[src/rtl/mem_arbiter_if.sv]
// Bus bundle between the three memory requesters (F, L, V), the arbiter and
// the single-port memory. The arbiter takes the slave side.
interface mem_arbiter_if #(
    parameter int ADDR_W = 16,
    parameter int DATA_W = 16
);
    logic              f_req;
    logic [ADDR_W-1:0] f_addr;
    logic              f_gnt;
    logic              f_rvalid;
    logic [DATA_W-1:0] f_rdata;

    logic              l_req;
    logic              l_we;
    logic [ADDR_W-1:0] l_addr;
    logic [DATA_W-1:0] l_wdata;
    logic              l_gnt;
    logic              l_rvalid;
    logic [DATA_W-1:0] l_rdata;

    logic              v_req;
    logic              v_we;
    logic [ADDR_W-1:0] v_addr;
    logic [DATA_W-1:0] v_wdata;
    logic              v_gnt;
    logic              v_rvalid;
    logic [DATA_W-1:0] v_rdata;

    logic [ADDR_W-1:0] mem_addr;
    logic [DATA_W-1:0] mem_wdata;
    logic              mem_we;
    logic [DATA_W-1:0] mem_rdata;
    logic              busy;

    modport slave (
        input  f_req, f_addr,
        input  l_req, l_we, l_addr, l_wdata,
        input  v_req, v_we, v_addr, v_wdata,
        input  mem_rdata,
        output f_gnt, f_rvalid, f_rdata,
        output l_gnt, l_rvalid, l_rdata,
        output v_gnt, v_rvalid, v_rdata,
        output mem_addr, mem_wdata, mem_we, busy
    );

    modport master (
        output f_req, f_addr,
        output l_req, l_we, l_addr, l_wdata,
        output v_req, v_we, v_addr, v_wdata,
        output mem_rdata,
        input  f_gnt, f_rvalid, f_rdata,
        input  l_gnt, l_rvalid, l_rdata,
        input  v_gnt, v_rvalid, v_rdata,
        input  mem_addr, mem_wdata, mem_we, busy
    );
endinterface

[src/rtl/mem_arbiter.sv]
// Round-robin arbiter sharing one single-port memory among instruction fetch
// (F), load/store (L) and I/O/video (V); one transaction at a time.
module mem_arbiter #(
    parameter int ADDR_W = 16,
    parameter int DATA_W = 16
) (
    input  logic         clk,
    input  logic         reset,
    mem_arbiter_if.slave bus
);
    typedef enum logic [1:0] {
        IDLE   = 2'd0,
        ACCESS = 2'd1,
        RETURN = 2'd2
    } state_t;

    state_t            state_r, state_s;
    logic [1:0]        last_r;
    logic              mask_vld_r;
    logic [2:0]        gnt_r, rvalid_r;
    logic [ADDR_W-1:0] addr_r;
    logic [DATA_W-1:0] wdata_r;
    logic              we_r;
    logic              busy_r;
    logic [DATA_W-1:0] f_hold_r, l_hold_r, v_hold_r;

    logic [2:0]        req_s, elig_s, rot_s;
    logic [1:0]        first_s, win_s;
    logic              win_vld_s, arb_s, win_we_s;
    logic [ADDR_W-1:0] win_addr_s;
    logic [DATA_W-1:0] win_wdata_s;

    function automatic logic [2:0] port_onehot(input logic [1:0] p);
        case (p)
            2'd0:    port_onehot = 3'b001;
            2'd1:    port_onehot = 3'b010;
            2'd2:    port_onehot = 3'b100;
            default: port_onehot = 3'b000;
        endcase
    endfunction

    function automatic logic [1:0] rr_next(input logic [1:0] p);
        case (p)
            2'd0:    rr_next = 2'd1;
            2'd1:    rr_next = 2'd2;
            default: rr_next = 2'd0;
        endcase
    endfunction

    // Winner selection: eligibility is rotated so bit 0 is the port after `last`.
    always_comb begin
        arb_s   = (state_r == IDLE) || (state_r == RETURN);
        req_s   = {bus.v_req, bus.l_req, bus.f_req};
        elig_s  = req_s & ~(mask_vld_r ? port_onehot(last_r) : 3'b000);
        first_s = rr_next(last_r);
        case (last_r)
            2'd0:    rot_s = {elig_s[0], elig_s[2], elig_s[1]};
            2'd1:    rot_s = {elig_s[1], elig_s[0], elig_s[2]};
            default: rot_s = elig_s;
        endcase
        win_vld_s = 1'b1;
        casez (rot_s)
            3'b??1:  win_s = first_s;
            3'b?10:  win_s = rr_next(first_s);
            3'b100:  win_s = rr_next(rr_next(first_s));
            default: begin
                win_vld_s = 1'b0;
                win_s     = first_s;
            end
        endcase
        case (win_s)
            2'd1: begin
                win_addr_s  = bus.l_addr;
                win_we_s    = bus.l_we;
                win_wdata_s = bus.l_wdata;
            end
            2'd2: begin
                win_addr_s  = bus.v_addr;
                win_we_s    = bus.v_we;
                win_wdata_s = bus.v_wdata;
            end
            default: begin
                win_addr_s  = bus.f_addr;
                win_we_s    = 1'b0;
                win_wdata_s = {DATA_W{1'b0}};
            end
        endcase
    end

    // Next-state logic; a write finishes in ACCESS, a read goes on to RETURN.
    always_comb begin
        state_s = state_r;
        case (state_r)
            IDLE:    state_s = win_vld_s ? ACCESS : IDLE;
            ACCESS:  state_s = we_r ? IDLE : RETURN;
            RETURN:  state_s = win_vld_s ? ACCESS : IDLE;
            default: state_s = IDLE;
        endcase
    end

    // State register.
    always_ff @(posedge clk or negedge reset) begin
        if (!reset) begin
            state_r <= IDLE;
        end else begin
            state_r <= state_s;
        end
    end

    // Grant, memory command and rvalid registers; mask is one arbitration edge long.
    always_ff @(posedge clk or negedge reset) begin
        if (!reset) begin
            last_r     <= 2'd2;
            mask_vld_r <= 1'b0;
            gnt_r      <= 3'b000;
            rvalid_r   <= 3'b000;
            addr_r     <= {ADDR_W{1'b0}};
            wdata_r    <= {DATA_W{1'b0}};
            we_r       <= 1'b0;
            busy_r     <= 1'b0;
        end else begin
            gnt_r    <= 3'b000;
            rvalid_r <= 3'b000;
            busy_r   <= (state_s != IDLE);
            if (arb_s && win_vld_s) begin
                addr_r     <= win_addr_s;
                wdata_r    <= win_wdata_s;
                we_r       <= win_we_s;
                gnt_r      <= port_onehot(win_s);
                last_r     <= win_s;
                mask_vld_r <= 1'b1;
            end else if (arb_s) begin
                we_r       <= 1'b0;
                mask_vld_r <= 1'b0;
            end else begin
                we_r     <= 1'b0;
                rvalid_r <= we_r ? 3'b000 : port_onehot(last_r);
            end
        end
    end

    // Read-data hold registers, loaded as the RETURN cycle closes.
    always_ff @(posedge clk or negedge reset) begin
        if (!reset) begin
            f_hold_r <= {DATA_W{1'b0}};
            l_hold_r <= {DATA_W{1'b0}};
            v_hold_r <= {DATA_W{1'b0}};
        end else if (state_r == RETURN) begin
            case (last_r)
                2'd0:    f_hold_r <= bus.mem_rdata;
                2'd1:    l_hold_r <= bus.mem_rdata;
                2'd2:    v_hold_r <= bus.mem_rdata;
                default: f_hold_r <= f_hold_r;
            endcase
        end else begin
            f_hold_r <= f_hold_r;
        end
    end

    assign bus.f_gnt     = gnt_r[0];
    assign bus.l_gnt     = gnt_r[1];
    assign bus.v_gnt     = gnt_r[2];
    assign bus.f_rvalid  = rvalid_r[0];
    assign bus.l_rvalid  = rvalid_r[1];
    assign bus.v_rvalid  = rvalid_r[2];
    // The memory delivers data during RETURN; outside it the held copy is shown.
    assign bus.f_rdata   = rvalid_r[0] ? bus.mem_rdata : f_hold_r;
    assign bus.l_rdata   = rvalid_r[1] ? bus.mem_rdata : l_hold_r;
    assign bus.v_rdata   = rvalid_r[2] ? bus.mem_rdata : v_hold_r;
    assign bus.mem_addr  = addr_r;
    assign bus.mem_wdata = wdata_r;
    assign bus.mem_we    = we_r;
    assign bus.busy      = busy_r;
endmodule

[src/flat_wrapper.sv]
// flat-port wrapper written by rule: the top's interface ports become plain ports
module mem_arbiter_flat 
#(
    parameter int ADDR_W = 16,
    parameter int DATA_W = 16
)
  (clk, reset, bus_f_req, bus_f_addr, bus_l_req, bus_l_we, bus_l_addr, bus_l_wdata, bus_v_req, bus_v_we, bus_v_addr, bus_v_wdata, bus_mem_rdata, bus_f_gnt, bus_f_rvalid, bus_f_rdata, bus_l_gnt, bus_l_rvalid, bus_l_rdata, bus_v_gnt, bus_v_rvalid, bus_v_rdata, bus_mem_addr, bus_mem_wdata, bus_mem_we, bus_busy);
  mem_arbiter_if #(.ADDR_W(ADDR_W), .DATA_W(DATA_W)) bus_i ();
  input  logic clk;
  input  logic reset;
  input wire logic [$bits(bus_i.f_req)-1:0] bus_f_req;
  input wire logic [$bits(bus_i.f_addr)-1:0] bus_f_addr;
  input wire logic [$bits(bus_i.l_req)-1:0] bus_l_req;
  input wire logic [$bits(bus_i.l_we)-1:0] bus_l_we;
  input wire logic [$bits(bus_i.l_addr)-1:0] bus_l_addr;
  input wire logic [$bits(bus_i.l_wdata)-1:0] bus_l_wdata;
  input wire logic [$bits(bus_i.v_req)-1:0] bus_v_req;
  input wire logic [$bits(bus_i.v_we)-1:0] bus_v_we;
  input wire logic [$bits(bus_i.v_addr)-1:0] bus_v_addr;
  input wire logic [$bits(bus_i.v_wdata)-1:0] bus_v_wdata;
  input wire logic [$bits(bus_i.mem_rdata)-1:0] bus_mem_rdata;
  output wire logic [$bits(bus_i.f_gnt)-1:0] bus_f_gnt;
  output wire logic [$bits(bus_i.f_rvalid)-1:0] bus_f_rvalid;
  output wire logic [$bits(bus_i.f_rdata)-1:0] bus_f_rdata;
  output wire logic [$bits(bus_i.l_gnt)-1:0] bus_l_gnt;
  output wire logic [$bits(bus_i.l_rvalid)-1:0] bus_l_rvalid;
  output wire logic [$bits(bus_i.l_rdata)-1:0] bus_l_rdata;
  output wire logic [$bits(bus_i.v_gnt)-1:0] bus_v_gnt;
  output wire logic [$bits(bus_i.v_rvalid)-1:0] bus_v_rvalid;
  output wire logic [$bits(bus_i.v_rdata)-1:0] bus_v_rdata;
  output wire logic [$bits(bus_i.mem_addr)-1:0] bus_mem_addr;
  output wire logic [$bits(bus_i.mem_wdata)-1:0] bus_mem_wdata;
  output wire logic [$bits(bus_i.mem_we)-1:0] bus_mem_we;
  output wire logic [$bits(bus_i.busy)-1:0] bus_busy;
  assign bus_i.f_req = bus_f_req;
  assign bus_i.f_addr = bus_f_addr;
  assign bus_i.l_req = bus_l_req;
  assign bus_i.l_we = bus_l_we;
  assign bus_i.l_addr = bus_l_addr;
  assign bus_i.l_wdata = bus_l_wdata;
  assign bus_i.v_req = bus_v_req;
  assign bus_i.v_we = bus_v_we;
  assign bus_i.v_addr = bus_v_addr;
  assign bus_i.v_wdata = bus_v_wdata;
  assign bus_i.mem_rdata = bus_mem_rdata;
  assign bus_f_gnt = bus_i.f_gnt;
  assign bus_f_rvalid = bus_i.f_rvalid;
  assign bus_f_rdata = bus_i.f_rdata;
  assign bus_l_gnt = bus_i.l_gnt;
  assign bus_l_rvalid = bus_i.l_rvalid;
  assign bus_l_rdata = bus_i.l_rdata;
  assign bus_v_gnt = bus_i.v_gnt;
  assign bus_v_rvalid = bus_i.v_rvalid;
  assign bus_v_rdata = bus_i.v_rdata;
  assign bus_mem_addr = bus_i.mem_addr;
  assign bus_mem_wdata = bus_i.mem_wdata;
  assign bus_mem_we = bus_i.mem_we;
  assign bus_busy = bus_i.busy;
  mem_arbiter #(.ADDR_W(ADDR_W), .DATA_W(DATA_W)) u_core (.clk(clk), .reset(reset), .bus(bus_i));
endmodule
[config.mk]
export PLATFORM = sky130hd
export DESIGN_NAME = mem_arbiter_flat
export DESIGN_NICKNAME = d
export VERILOG_FILES = /design/src/rtl/mem_arbiter_if.sv /design/src/rtl/mem_arbiter.sv /design/src/flat_wrapper.sv
export SDC_FILE = /design/constraint.sdc
export NUM_CORES = 1
export LEC_CHECK = 0
export ABC_CLOCK_PERIOD_IN_PS = 4350
export CORE_MARGIN = 2
export CORE_UTILIZATION = 47
export DETAILED_ROUTE_END_ITERATION = 10
export PLACE_DENSITY = 0.86
export SLEW_MARGIN = 20
export SYNTH_ARGS = -nofsm -noshare
export SYNTH_HDL_FRONTEND = slang
export SYNTH_SLANG_ARGS = --single-unit
export TNS_END_PERCENT = 100
[constraint.sdc]
create_clock -name clk -period 4.35 [get_ports clk]
set_clock_uncertainty 0.15 [all_clocks]
set_input_delay 0.435 -clock clk [delete_from_list [all_inputs] [get_ports clk]]
set_output_delay 0.435 -clock clk [all_outputs]
set_load 0.02 [all_outputs]
; ---- Word-level counts from Yosys, hierarchy flattened
; Cells that the tools add are included.
[totals]
regBits = 93
input_bits = 103
out_inout_bits = 88
word_cells = 64
[op_classes]
n_eq_ne = 10
muxes = 26
n_bitwise = 2
n_reduce_logical = 14
[op_table]
columns = operator, n
row1 = $pmux 16 s2, 2
row2 = $mux 16, 3
row3 = $pmux 2 s2, 5
row4 = $pmux 3 s3, 2
row5 = $mux 3, 5
row6 = $eq 2x1->1 const B, 5
row7 = $logic_not 2->1, 5
row8 = $eq 2x2->1 const B, 4
row9 = $pmux 3 s2, 1
row10 = $reduce_and 2->1, 3
row11 = $mux 1, 5
row12 = $mux 2, 2
row13 = $reduce_bool 2->1, 2
row14 = $and 3x3->3, 1
row15 = $eq 3x3->1 const B, 1
row16 = $not 3->3, 1
row17 = $reduce_or 3->1, 1
row18 = $pmux 1 s2, 1
row19 = $reduce_or 2->1, 1
row20 = $logic_and 1x1->1, 1
row21 = $logic_or 1x1->1, 1

; ---- Depth between registers and ports, before layout
; Gate-level depths: netlist of the first run.
[logic_depth]
depth_word = 14
ltp_mapped = 11
ltp_nobuf = 8

; ---- Worst setup path before layout of the first run
; No wires, ideal clock.
[synth_timing]
path_kind = register to register
from = register u_core.last_r[1]
to = register u_core.wdata_r[10], in the netlist u_core.bus.mem_wdata[10]
setup_time_ns = 0.125
arrival_ns = 2.157
required_ns = 4.075
path_slack_ns = 1.918
stages_incl_launch_ff = 10
n_path_buf = 3
path_cell_list = dfstp_2 -> buf_2 -> o21bai_1 -> a32o_1 -> inv_1 -> ha_1 -> buf_2 -> clkbuf_1 -> nor2_1 -> mux2_4
[synth_between]
elab_chain_len = 10
[synth_rtl]
columns = item, line
row1 = "start, declared", mem_arbiter.sv:18  ; logic [1:0] last_r;
row2 = "start signal, assigned", mem_arbiter.sv:130  ; last_r <= win_s;
row3 = $eq 2x1->1 (tied with other cells), "mem_arbiter.sv:34, mem_arbiter.sv:43, mem_arbiter.sv:56"
row4 = $pmux 2 s2 or $pmux 3 s3 (tied branches), "mem_arbiter.sv:43, mem_arbiter.sv:34"
row5 = $eq 2x1->1 (tied with other cells), mem_arbiter.sv:43  ; case (p)
row6 = $pmux 2 s2 or $not 3->3 (tied branches), "mem_arbiter.sv:43, mem_arbiter.sv:54"
row7 = $mux 2 or $and 3x3->3 (tied branches), "mem_arbiter.sv:62, mem_arbiter.sv:54"
row8 = $eq 2x1->1 (tied with other cells), mem_arbiter.sv:43
row9 = $pmux 2 s2 (tied with other cells), mem_arbiter.sv:43
row10 = $pmux 2 s2 *, mem_arbiter.sv:62  ; casez (rot_s)
row11 = net u_core.win_s[0], mem_arbiter.sv:28  ; logic [1:0] first_s, win_s;
row12 = $eq 2x2->1 or $eq 2x1->1 (tied branches), mem_arbiter.sv:71  ; case (win_s)
row13 = $pmux 16 s2 *, mem_arbiter.sv:71
row14 = "end signal, assigned", mem_arbiter.sv:118  ; wdata_r <= {DATA_W{1'b0}};
row15 = "end signal, assigned", mem_arbiter.sv:127  ; wdata_r <= win_wdata_s;
row16 = "end, declared", mem_arbiter.sv:22  ; logic [DATA_W-1:0] wdata_r;
; Mark *: on every way through the listed nets, which the timed path passes. The rest lies on a longest branch. The select of a mux whose other input is x is not followed.
; A chain may end at the register's enable or synchronous reset.

; ---- Worst setup path after layout of the first run
[layout_timing]
from = input port bus_f_req
to = register u_core.wdata_r[13], in the netlist u_core.bus.mem_wdata[13]
[layout_between]
elab_chain_len = 6
[layout_rtl]
columns = item, line
row1 = "start, declared", flat_wrapper.sv:11  ; input wire logic [$bits(bus_i.f_req)-1:0] bus_f_req;
row2 = $and 3x3->3 *, mem_arbiter.sv:54  ; elig_s = req_s & ~(mask_vld_r ? port_onehot(last_r) : 3'b000);
row3 = $pmux 3 s2 *, mem_arbiter.sv:56  ; case (last_r)
row4 = $eq 3x3->1 or $eq 2x2->1 (tied branches), mem_arbiter.sv:62
row5 = $pmux 2 s2 *, mem_arbiter.sv:62
row6 = net u_core.win_s[0], mem_arbiter.sv:28
row7 = $eq 2x2->1 or $eq 2x1->1 (tied branches), mem_arbiter.sv:71
row8 = $pmux 16 s2 *, mem_arbiter.sv:71
; Mark *: on every way through the listed nets, which the timed path passes. The rest lies on a longest branch.

==> results of run 1 <==
-- area by class of cell --
type	instances	area (µm²)	area share [%]
Sequential cell	93	2330	33.2
Multi-Input combinational cell	252	2310	33.0
Timing Repair Buffer	198	1960	28.0
Tap cell	136	170	2.43
Clock buffer	11	151	2.16
Clock inverter	5	66.3	0.945
Inverter	7	26.3	0.374
-- sequential cells by signal, indices dropped and copies added (netlist names), 2 cells and up --
signal	count
u_core.f_hold_r	16
u_core.gnt_r	3
u_core.bus.mem_addr	16
u_core.l_hold_r	16
u_core.last_r	2
u_core.state_r	2
u_core.bus.mem_wdata	16
u_core.rvalid_r	3
u_core.v_hold_r	16
-- worst paths after layout --
check,end,slack (ps),cells after the start
hold reg to reg,u_core.state_r[1],300,1
setup reg to reg,u_core.bus.mem_wdata[13],1500,7
max in group asynchronous,u_core.last_r[1],2550,3
hold / removal,u_core.state_r[1],300,1
setup / recovery,u_core.bus.mem_wdata[13],1390,9
min in group asynchronous,u_core.v_hold_r[2],520,2
-- power by group through the flow --
stage	Combinational, mW	Clock, mW	Sequential, mW
3_3_place_gp	3.19	0	1.54
6_report	3.26	0.620	1.55
4_1_cts	3.29	0.635	1.55
5_1_grt	3.47	0.676	1.60
3_5_place_dp	3.29	0	1.56
2_1_floorplan	2.06	0	1.57
-- cells in the mapped netlist (all sizes together) (3+ instances only) --
master | n | area share, %
nor2 | 30 | 2.4
inv | 7 | 0.54
buf | 14 | 2.4
nor3 | 4 | 0.52
nand2 | 19 | 1.5
o211ai | 3 | 0.85
dfrtp | 92 | 48
ha | 3 | 0.78
clkbuf | 14 | 1.1
a22oi | 33 | 5.1
o21ai | 18 | 1.9
nand2b | 5 | 0.80
mux2 | 130 | 33
-- cell families after synthesis --
logic type	count (synthesis)	synth area share [%]
fa+ha+maj	3	0.776
compound gates	58	8.46
mux	130	32.8
simple gates	61	5.75
buf+inv	35	4.01
flops	93	48.2
-- stage by stage --
stage / utilization [%] / power, mW
finish: 69.2 / 5.43
global route: 69.2 / 5.75
CTS: 69.2 / 5.48
detailed placement: 67.0 / 4.85
global placement: 67.0 / 4.73
floorplan: - / 3.63
-- metal layers --
metal,global-route usage (%),routed length (µm)
met1,26.6,4960
met3,6.99,958
met5,0,0
met2,39.3,6220
met4,4.67,118
==> metrics.yaml, run 1 <==
dieWidth_um: 105
intPower_mw: 3.32
swShare_pct: 38.7
postCtsSetupRepairBufs: 0
rsz0062_at_grt: "no"
vdd_drop_max_mv: 0.376
tns_ps: 0
final_hold_viol_count: 0
cp_data_required_time_ps: 4450
avgSynthCellArea_um2: 12.7
drv_cap: 0
setup_viol: 0
totalWireLength_mm: 12.3
holdWs_ps: 299
syn2layout_area_growth_pct: 45.1
layout_common_cells: "clkdlybuf4s50_1 (189), mux2_2 (97), dfrtp_1 (92)"
synth_warnings: 0
fmax_ghz: 0.337
stdcell_area_um2: 7020
die_h_um: 105
grt_pass1_vias: 3928
crit_arrival_ps: 3060
crit_type: "input pin to register"
ys_types: 29
grt_max_degree: 59
net-switching-power_mw: 2.10
ys_seq_area_share_pct: 48.2
grt_antenna_before_repair: 0
syn_inst: 380
dr_total_vias: 3716
die-area_um2: 11100
ant_nets: 0
htreeDepth: 3
clkTransAtPathRegs_ps: 100
hp-start: "u_core.state_r[1]"
syn_nets: 486
ctsHoldBuffers: 1
post-place-ws_ps: 991
synthArstFlopShare_pct: 100
clock-sinks: 93
first_pass_iters: 4
clkLatencyLatePin_ps: 350
synth_seq_cells: 93
cts_made_buffers: 9
stdcell_count: 702
vias_per_cell: 5.29
critPathLaunch: "bus_f_req"
finalCriticalPeriod_ps: 2960
std_cell_rows: 37
startpoint_type: "input pin"
placed_area_um2: 6790
p_seq_share_pct: 28.5
dp.cells: 685
cpPeakStageDelay_ps: 830
drv_slew: 0
root_buffer: "clkbuf_8"
slew_headroom_pct: 38.4
crit_path_end_kind: "register"
fin_nets: 667
path_cells: "clkdlybuf4s50_1, nor2b_1, o21bai_1, a32o_1, inv_1, ha_1, buf_4, nor2_1, mux2_4"
num-fill-cells: 700
num_antenna_cells: 0
final.period_utilization_pct: 68.1
initial_utilization_pct: 47.7
cts-resized-gates: 0
dp_hpwl_mm: 8.83
portBuffers: 190
cp_max_fo: 34
pin_count: 191
holdCritPathClass: "register to register"
slowest_stage: "ha_1"
critPathBufInv: 3
drt_iter0_markers: 131
grt_pass1_wl_mm: 19.6
layout_commonest_cell: "clkdlybuf4s50_1"
grtUsageTotal_pct: 22.2
crit_family: "buffers and inverters"
synth_flop_cell: "dfrtp_1"
cts_tree: "yes"
place.gp.congestion: 0.796
post_drt_wl_per_cell_um: 17.5
setup_slack_ps: 1390
power_frac_comb_pct: 60.1
clk_path_buf_depth: 2
reg2reg_from: "u_core.last_r[1]"
drc: 0
netlist_area_um2: 4830
worst_pin_slew_ps: 923
core_um2: 10100
grt_overflow: 0
outcome: "completed"
synth-edff-count: 0
leakage_nw: 2.97
clockPowerShare_pct: 11.4
power_density_nw_per_um2: 773
layout-drive-gt1-share_pct: 28.6
No activity file was read; power rests on OpenSTA's default activity.
==> run 2, diff against run 1 <==
ABC_CLOCK_PERIOD_IN_PS = 2500   (was 4350)
CORE_UTILIZATION = 40   (was 47)
PLACE_DENSITY = 0.78   (was 0.86)
clock period = 2.5 ns   (was 4.35 ns; I/O delays follow)
==> metrics.yaml, run 2 (synthesized netlist as in run 1, its figures left out) <==
ant_nets: 0  # unchanged
stdcell_count: 729  # was 702
die_h_um: 114  # was 105 µm
crit_family: "flip-flops"  # was buffers and inverters
clk_path_buf_depth: 2  # unchanged
dr_total_vias: 3720  # was 3,716
layout_common_cells: "clkdlybuf4s50_1 (189), mux2_2 (97), dfrtp_1 (91)"  # was clkdlybuf4s50_1 (189), mux2_2 (97), dfrtp_1 (92)
grt_pass1_vias: 3915  # was 3,928
rsz0062_at_grt: "no"  # unchanged
final_hold_viol_count: 0  # unchanged
dieWidth_um: 114  # was 105 µm
slowest_stage: "dfstp_2"  # was ha_1
grt_overflow: 0  # unchanged
clkLatencyLatePin_ps: 340  # was 350 ps
holdCritPathClass: "input pin to async pin"  # was register to register
core_um2: 11900  # was 10,100 µm²
fmax_ghz: 0.425
tns_ps: 0  # unchanged
std_cell_rows: 40  # was 37
path_cells: "o21bai_1, a32o_2, inv_1, ha_1, buf_12, buf_4, a22oi_1, nor2_1, mux2_4"  # was clkdlybuf4s50_1, nor2b_1, o21bai_1, a32o_1, inv_1, ha_1, buf_4, nor2_1, mux2_4
cts_made_buffers: 9  # unchanged
dr_wl_met3_mm: 1.03  # was 958 µm
num_antenna_cells: 0  # unchanged
highest_layer: "met4"  # unchanged
cpPeakStageDelay_ps: 600  # was 830 ps
drv_cap: 0  # unchanged
clkTransAtPathRegs_ps: 60  # was 100 ps
initial_utilization_pct: 40.6  # was 47.7%
power.total_mw: 10.2  # was 5.43 mW
startpoint_type: "register"  # was input pin
grtUsageTotal_pct: 19.8  # was 22.2%
pin_count: 191  # unchanged
vias_per_cell: 5.10  # was 5.29
leakage_nw: 3.13  # was 2.97 nW
setup_viol: 0  # unchanged
die-area_um2: 13000  # was 11,100 µm²
layout-drive-gt1-share_pct: 30.9  # was 28.6%
dp.cells: 711  # was 685
post-place-ws_ps: -226  # was 991 ps
clock-sinks: 93  # unchanged
first_pass_iters: 5  # was 4
cp_max_fo: 20  # was 34
place.gp.congestion: 0.852  # was 0.796
power_density_nw_per_um2: 1390  # was 773 nW/µm²
grt_antenna_before_repair: 0  # unchanged
layout_commonest_cell: "clkdlybuf4s50_1"  # unchanged
cp_data_required_time_ps: 2580  # was 4450 ps
placed_area_um2: 7000  # was 6790 µm²
finalCriticalPeriod_ps: 2360
crit_path_end_kind: "register"  # unchanged
setup_slack_ps: 144  # was 1390 ps
crit_arrival_ps: 2440  # was 3060 ps
drv_slew: 0  # unchanged
post_drt_wl_per_cell_um: 17.3  # was 17.5 µm
final.period_utilization_pct: 94.2
wl_met2_mm: 6.06  # was 6.22 mm
htreeDepth: 3  # unchanged
dp_hpwl_mm: 9.31  # was 8.83 mm
syn2layout_area_growth_pct: 51.9  # was 45.1%
slew_headroom_pct: 61.8  # was 38.4%
grt_pass1_wl_mm: 20.0  # was 19.6 mm
drc: 0  # unchanged
worst_pin_slew_ps: 573  # was 923 ps
crit_type: "register to register"  # was input pin to register
grt_max_degree: 51  # was 59
cts_tree: "yes"  # unchanged
critPathBufInv: 3  # unchanged
stdcell_area_um2: 7350  # was 7020 µm²
fin_nets: 683  # was 667
holdWs_ps: 303  # was 299 ps
totalWireLength_mm: 12.6  # was 12.3 mm
drt_iter0_markers: 166  # was 131
outcome: "completed"  # unchanged
root_buffer: "clkbuf_16"  # was clkbuf_8
portBuffers: 190  # unchanged
vdd_drop_max_mv: 0.669  # was 0.376 mV
wl_met1_mm: 5.30  # was 4.96 mm
final_core_util_pct: 61.7  # was 69.2%
[run 2: cell types whose count changed in the layout (fill, tap and decap cells not counted), sizes merged]
cell    before  now
inv          9    7
buf          8   23
clkinv       1    3
bufinv       1    2
[run 2: what timing repair did]
action | in CTS | in global routing
endpoints found under the setup margin | 0 | 8
setup buffers | 0 | 1
hold buffers | 1 | 0
endpoints found under the hold margin | 43 | 0
gates resized for setup | 0 | 2
[run 2: layer usage]
metal / up-vias / global-route usage [%]
met1: 1788 / 23.9
met5: - / 0
met4: 0 / 6.99
li1: 1751 / -
met3: 15 / 5.95
met2: 166 / 33.7
[run 2: power breakdown]
group          leakage (nW)  total (mW)  internal [mW]  switching [mW]
Sequential             1.16        2.58           2.18           0.399
Combinational          1.81        6.14           3.37            2.77
Clock                 0.158        1.46          0.901           0.561
[run 2: final timing paths]
path                            depth (start not counted)         startpoint  slack (ps)                      end
worst max register to register                          9   u_core.last_r[1]         140  u_core.bus.mem_wdata[2]
max in group asynchronous                               3              reset        1190         u_core.last_r[1]
worst min-delay path                                    2              reset         300      u_core.l_hold_r[11]
min in group clk                                        1  u_core.state_r[1]         310        u_core.state_r[1]
worst max-delay path                                    9   u_core.last_r[1]         140  u_core.bus.mem_wdata[2]
worst min register to register                          1  u_core.state_r[1]         310        u_core.state_r[1]
[run 2: area by class of cell]
cell class	instances	area (µm²)
clock buffer	10	239
clock inverter	6	86.3
fill	954	4570
inverter	7	26.3
multi-input combinational	252	2310
sequential	93	2330
tap	147	184
timing repair buffer	214	2170
[run 2: worst reg2reg max path, stage by stage (launching register included)]
cell and delay, ps:
dfstp_2 600, o21bai_1 130, a32o_2 220, inv_1 60
ha_1 210, buf_12 160, buf_4 170, a22oi_1 200
nor2_1 80, mux2_4 270
